## config.mk

```make
export PLATFORM = sky130hd
export DESIGN_NAME = q3b_fsm_prog
export DESIGN_NICKNAME = d
export VERILOG_FILES = /design/src/rtl/q3b_fsm_prog.sv
export SDC_FILE = /design/constraint.sdc
export NUM_CORES = 1
export LEC_CHECK = 0
export CAP_MARGIN = 20
export CORE_MARGIN = 2
export CORE_UTILIZATION = 40
export DETAILED_ROUTE_END_ITERATION = 6
export MAX_ROUTING_LAYER = met4
export PLACE_DENSITY_LB_ADDON = 0.15
export SYNTH_ARGS = -nofsm -noshare
export SYNTH_HDL_FRONTEND = slang
export SYNTH_SLANG_ARGS = --single-unit
```

## constraint.sdc

```tcl
create_clock -name clk -period 2.15 [get_ports clk]
set_input_delay 0.5375 -clock clk [delete_from_list [all_inputs] [get_ports clk]]
set_output_delay 0.5375 -clock clk [all_outputs]
set_load 0.02 [all_outputs]
```

## src/rtl/q3b_fsm_prog.sv

```systemverilog
// q3b_fsm_prog: multi-channel Moore FSM driven by a shared, runtime-programmable next-state/output table.
// Optional illegal-state detection is enabled by defining Q3B_FSM_ILLEGAL_DET_EN.
module q3b_fsm_prog #(
  parameter int CHANNELS    = 4,
  parameter int STATE_W     = 3,
  parameter int NUM_STATES  = 5,
  parameter int RESET_STATE = 0
) (
  input  logic                          clk,
  input  logic                          reset,
  input  logic                          en,
  input  logic [CHANNELS-1:0]           x,
  output logic [CHANNELS-1:0]           z,
  output logic [CHANNELS*STATE_W-1:0]   state,
  input  logic                          cfg_we,
  input  logic [STATE_W-1:0]            cfg_idx,
  input  logic [STATE_W-1:0]            cfg_next0,
  input  logic [STATE_W-1:0]            cfg_next1,
  input  logic                          cfg_z,
  output logic                          cfg_err,
  output logic [CHANNELS-1:0]           err
);
  localparam int DEPTH = 2**STATE_W;
  localparam logic [STATE_W:0] NS = (STATE_W+1)'(NUM_STATES);
  localparam logic [STATE_W-1:0] RS = STATE_W'(RESET_STATE);
  logic [STATE_W-1:0] n0_tab [DEPTH];
  logic [STATE_W-1:0] n1_tab [DEPTH];
  logic [DEPTH-1:0]   z_tab;
  logic [STATE_W-1:0] st  [CHANNELS];
  logic [STATE_W-1:0] nxt [CHANNELS];
  logic               cfg_ok;
`ifdef Q3B_FSM_ILLEGAL_DET_EN
  logic [CHANNELS-1:0] ill;
`endif
  assign cfg_ok = {1'b0, cfg_idx} < NS;
  // Reset restores the legacy 5-state machine; advance reads the pre-write table.
  always_ff @(posedge clk) begin
    if (reset) begin
      for (int k = 0; k < DEPTH; k++) begin
        n0_tab[k] <= '0;
        n1_tab[k] <= '0;
      end
      z_tab     <= DEPTH'(5'b11000);
      n1_tab[0] <= STATE_W'(1);
      n0_tab[1] <= STATE_W'(1);
      n1_tab[1] <= STATE_W'(4);
      n0_tab[2] <= STATE_W'(2);
      n1_tab[2] <= STATE_W'(1);
      n0_tab[3] <= STATE_W'(1);
      n1_tab[3] <= STATE_W'(2);
      n0_tab[4] <= STATE_W'(3);
      n1_tab[4] <= STATE_W'(4);
      cfg_err   <= 1'b0;
    end else begin
      if (cfg_we && cfg_ok) begin
        n0_tab[cfg_idx] <= cfg_next0;
        n1_tab[cfg_idx] <= cfg_next1;
        z_tab[cfg_idx]  <= cfg_z;
      end
      cfg_err <= cfg_we && !cfg_ok;
    end
  end
  always_ff @(posedge clk) begin
    for (int i = 0; i < CHANNELS; i++) st[i] <= reset ? RS : nxt[i];
  end
  always_comb begin
    for (int i = 0; i < CHANNELS; i++) begin
`ifdef Q3B_FSM_ILLEGAL_DET_EN
      ill[i] = {1'b0, st[i]} >= NS;
      nxt[i] = ill[i] ? RS : en ? (x[i] ? n1_tab[st[i]] : n0_tab[st[i]]) : st[i];
      z[i]   = !ill[i] && z_tab[st[i]];
`else
      nxt[i] = en ? (x[i] ? n1_tab[st[i]] : n0_tab[st[i]]) : st[i];
      z[i]   = z_tab[st[i]];
`endif
    end
  end
`ifdef Q3B_FSM_ILLEGAL_DET_EN
  always_ff @(posedge clk) err <= reset ? '0 : err | ill;
`else
  assign err = '0;
`endif
  for (genvar g = 0; g < CHANNELS; g++) begin : g_pack
    assign state[g*STATE_W +: STATE_W] = st[g];
  end
endmodule

```

# After elaboration in Yosys (flattened, before gate mapping)
# Memory sizes are Yosys's and may differ from the RTL's.
# Index checks and enable logic that the tools add are counted.
# word_totals
register_bits,9
latchBits,0
mem_bits_rw,60
mem_bits_ro,0
input_bits,18
out_inout_bits,21
elab_cells,70
mem_count,3
# op_classes
n_addsub,0
multipliers,0
div,0
order_cmp,7
n_eq_ne,0
n_shift,0
muxes,43
bitwise_logic,9
n_reduce_logical,6
# mem_list
memory,depth,word_bits,rd,rd_ports_with_merged_regs,wr,line_no,source
n0_tab,8,3,4,0,8,26,logic [STATE_W-1:0] n0_tab [DEPTH];
n1_tab,8,3,4,0,8,27,logic [STATE_W-1:0] n1_tab [DEPTH];
st,4,3,4,0,4,29,logic [STATE_W-1:0] st [CHANNELS];
# ops
cell,count
$mux W3,25
$lt A3 B4 Y1 const B,5
$bmux W1 S3,4
$mux W1,12
$or A1 B1 Y1,9
$bwmux W8,1
$reduce_or A3 Y1,2
$demux W1 S3,1
$ge A3 B1 Y1 const B,1
$logic_and A1 B1 Y1,3
$lt A3 B3 Y1 const B,1
$logic_not A1 Y1,1

# Longest topological paths before layout
# logic_depth
word_depth,7
ltp_mapped,5

# Least setup slack after synthesis
# OpenSTA, ideal clock, no wires.
# synth_timing
path_type,register to output
from,memory st[2][0]
to,output z[2]
t_arrival_ns,1.561
required_time_ns,1.612
slack_ns,0.051
stages_incl_launch_ff,4
cell_sequence,dfxtp_1 buf_6 mux4_1 mux2_2
# synth_rtl
item,line_no,source
"start, declared",29,
"end, declared",13,"output logic [CHANNELS-1:0] z,"

==> key figures <==
Outcome
  • Outcome: complete, but fails checks
  • Failing checks: setup timing

STA
  • Final Cycle Share: 101%
  • Clock Skews: slightly above 0.009 ns
  • RSZ-0062 raised after global routing: true
  • Post-Route Setup TNS: -0.0426 ns
  • Fmax: 459 MHz
  • Final count of hold timing violations: 0
  • Final Critical Period: 2.18 ns
  • Final Max Tran Viols: 0
  • Setup violators final: 2
  • Final worst slack: -0.0266 ns

Clock tree
  • Total CTS buffers: 9
  • Maximum clock insertion buffer count: 2
  • Clock latency on the worst-skew pair: 0.36 ns
  • CTS sink count: 69
  • Htree depth: 3
  • Clock Root Buffer: clkbuf_8
  • Worst-path clk slew: ~0.080 ns
  • Hold bufs inserted after CTS: 0
  • CTS tree: done

Synthesis
  • Synthesis-stage register bit count: 69
  • Yosys warnings: 0
  • Cell count after synthesis: 299
  • Post-synth cell types: between 40 and 50
  • Synthesized area: 4320 um2
  • Post-synthesis sequential area ratio: 43.1%
  • Syn_area_per_cell: 14.4 um2

Setup path
  • CP max stage cell: mux4_2
  • Max stage delay on crit path: around 0.5 ns
  • CP arrival: 1.64 ns
  • Startpoint type of the worst setup path: flip-flop
  • Critical Path Sink Type: primary output
  • Max Fanout on Critical Path: 3
  • Worst Path Required: 1.61 ns
  • Crit path kind: flip-flop to primary output
  • Worst-path cell chain: mux4_2 -> mux2_4 -> buf_6

Worst hold path
  • Hold crit path type: flip-flop to flip-flop

Final layout
  • Share of cells above drive strength 1: 35.7%
  • Highest-count cells in the layout ignoring fill and taps: edfxtp_1, mux4_2, buf_4
  • Final Net Count: 405
  • Area occupied by multi-input gates: 2290 um2
  • Antenna Cells: 0
  • Filler cells: 912
  • P&R area growth vs syn: 24.5%
  • Commonest non-fill, non-tap cell in the layout: edfxtp_1
  • Register Area: approximately 1900 um2
  • Post-layout util: 51.6%

Floorplanning
  • Initial Util: 41.4%
  • Die W: between 100 and 150 um
  • Die height: about 110 um
  • # rows: 37
  • Total core area: 10400 um2
  • Die Footprint: approximately 12000 um2
  • I/O pin count: 39

Route
  • Initial drt markers: 307
  • Drt first pass iters: 4
  • Number of remaining DRC errors: 0
  • Vias per inst: 5.74
  • Drt wl/cell: 20.6 um
  • Wirelength, routed: 10900 um
  • Post-route ant nets: 0
  • Vias: 3032

Power and ir drop
  • Leak Pwr: 2.05 nW
  • Tot Pwr: 4.05 mW
  • P per Cell Area: 753 nW/um2
  • IR Drop Worst-Case VDD: 0.386 mV

Global routing
  • Vias in the first global route: 2921
  • Largest net degree at the start of global routing: 28
  • First-pass GRT wire length: 17000 um
  • Total gr overflow: 0
  • GRT Overall Usage: 20.7%
  • Initial antenna violation count: 0

Placement
  • GPL Wtd Cong: 0.860
  • # port buffers: 34
  • Worst slack, placed: -0.109 ns
  • Dpl hpwl: 8280 um

Run
  • Max_cap viols: 0
[worst paths after layout]
check            from        to  slack [ns]  cells past startpoint
min reg2reg  z_tab[7]  z_tab[7]        0.52                      1
max reg2reg  st[1][1]  st[1][0]        0.23                      5
max          st[3][0]      z[3]       -0.03                      3
min          z_tab[7]  z_tab[7]        0.52                      1
[layer usage]
metal  global-route usage [%]  wire length (um)
met1                     29.1              4860
met2                     31.0              5160
met3                     4.60               756
met4                     5.31               125
met5                        -                 0
[critical path, delay by kind of cell, from the launching register on]
family | cells | cell delay (ns)
muxes | 2 | 0.79
buffers and inverters | 1 | 0.13
DFF | 1 | 0.37
[what timing repair did]
item | 4_1_cts | 5_1_grt
buffers inserted | 0 | 0
resized for setup | 27 | 25
setup endpoints to repair | 9 | 11
pin swaps | 0 | 4
[synthesized netlist by cell type, drive strengths merged]
cell type   n  share of area, %
o21bai      1              0.17
o31ai       7               1.2
dfxtp      21               9.7
mux2i      12               2.8
nor2        7              0.61
a211o       4              0.81
nor3        2              0.23
or3         2              0.29
o32ai       2              0.41
mux2        5               1.3
conb        1             0.087
o21ai       2              0.32
nor2b       9               1.3
and2       20               2.9
nand2      20               1.7
nand3       1              0.12
a2bb2oi     1              0.20
inv        10              0.87
buf        17               3.2
a22oi       1              0.17
o2111ai     2              0.41
a22o        4              0.84
nand4       2              0.29
mux4       56                30
a31oi       1              0.15
edfxtp     48                33
nor4        2              0.29
clkbuf      9               1.5
or2b        1              0.17
o22ai       2              0.29
a311o       2              0.46
nand2b     13               1.9
and2b       2              0.38
a21oi       6              0.70
a311oi      1              0.20
or2         3              0.43
[through the flow]
| step | cell area, um2 | hold WS (ns) | std cells |
|---|---|---|---|
| after floorplan | 4390 | 0.472 | 320 |
| after global placement | 5130 | 0.524 | 512 |
| after detailed placement | 5130 | 0.534 | 512 |
| after CTS | 5320 | 0.546 | 528 |
| after global routing | 5370 | 0.537 | 528 |
| final | 5370 | 0.518 | 528 |
[power breakdown]
| part | leakage (nW) | total (mW) | internal (mW) | switching, mW |
|---|---|---|---|---|
| Combinational | 1.31 | 1.25 | 0.692 | 0.558 |
| Sequential | 0.646 | 1.67 | 1.54 | 0.132 |
| Clock | 0.0944 | 1.12 | 0.552 | 0.573 |
[state kept, by name (all words and copies together) (netlist names)]
name	count
n0_tab	24
n1_tab	24
st	12
z_tab	8
cfg_err	1
[cells by family (layout without fill, tap and decap cells)]
group | after synthesis | after routing | share of synthesized area (%)
buf+inv | 36 | 108 | 5.51
other cells | 1 | 22 | 0.0869
simple gates | 84 | 84 | 10.6
mux | 73 | 73 | 34.3
flops | 69 | 69 | 43.1
compound gates | 36 | 36 | 6.35
[final cells by class]
| type | count | area share, % |
|---|---|---|
| tap | 136 | 3.17 |
| timing repair buffer | 82 | 14.5 |
| multi-input combinational | 215 | 42.6 |
| clock buffer | 9 | 2.31 |
| inverter | 10 | 0.699 |
| clock inverter | 7 | 1.51 |
| sequential | 69 | 35.2 |
No activity file was read; power rests on OpenSTA's default activity.
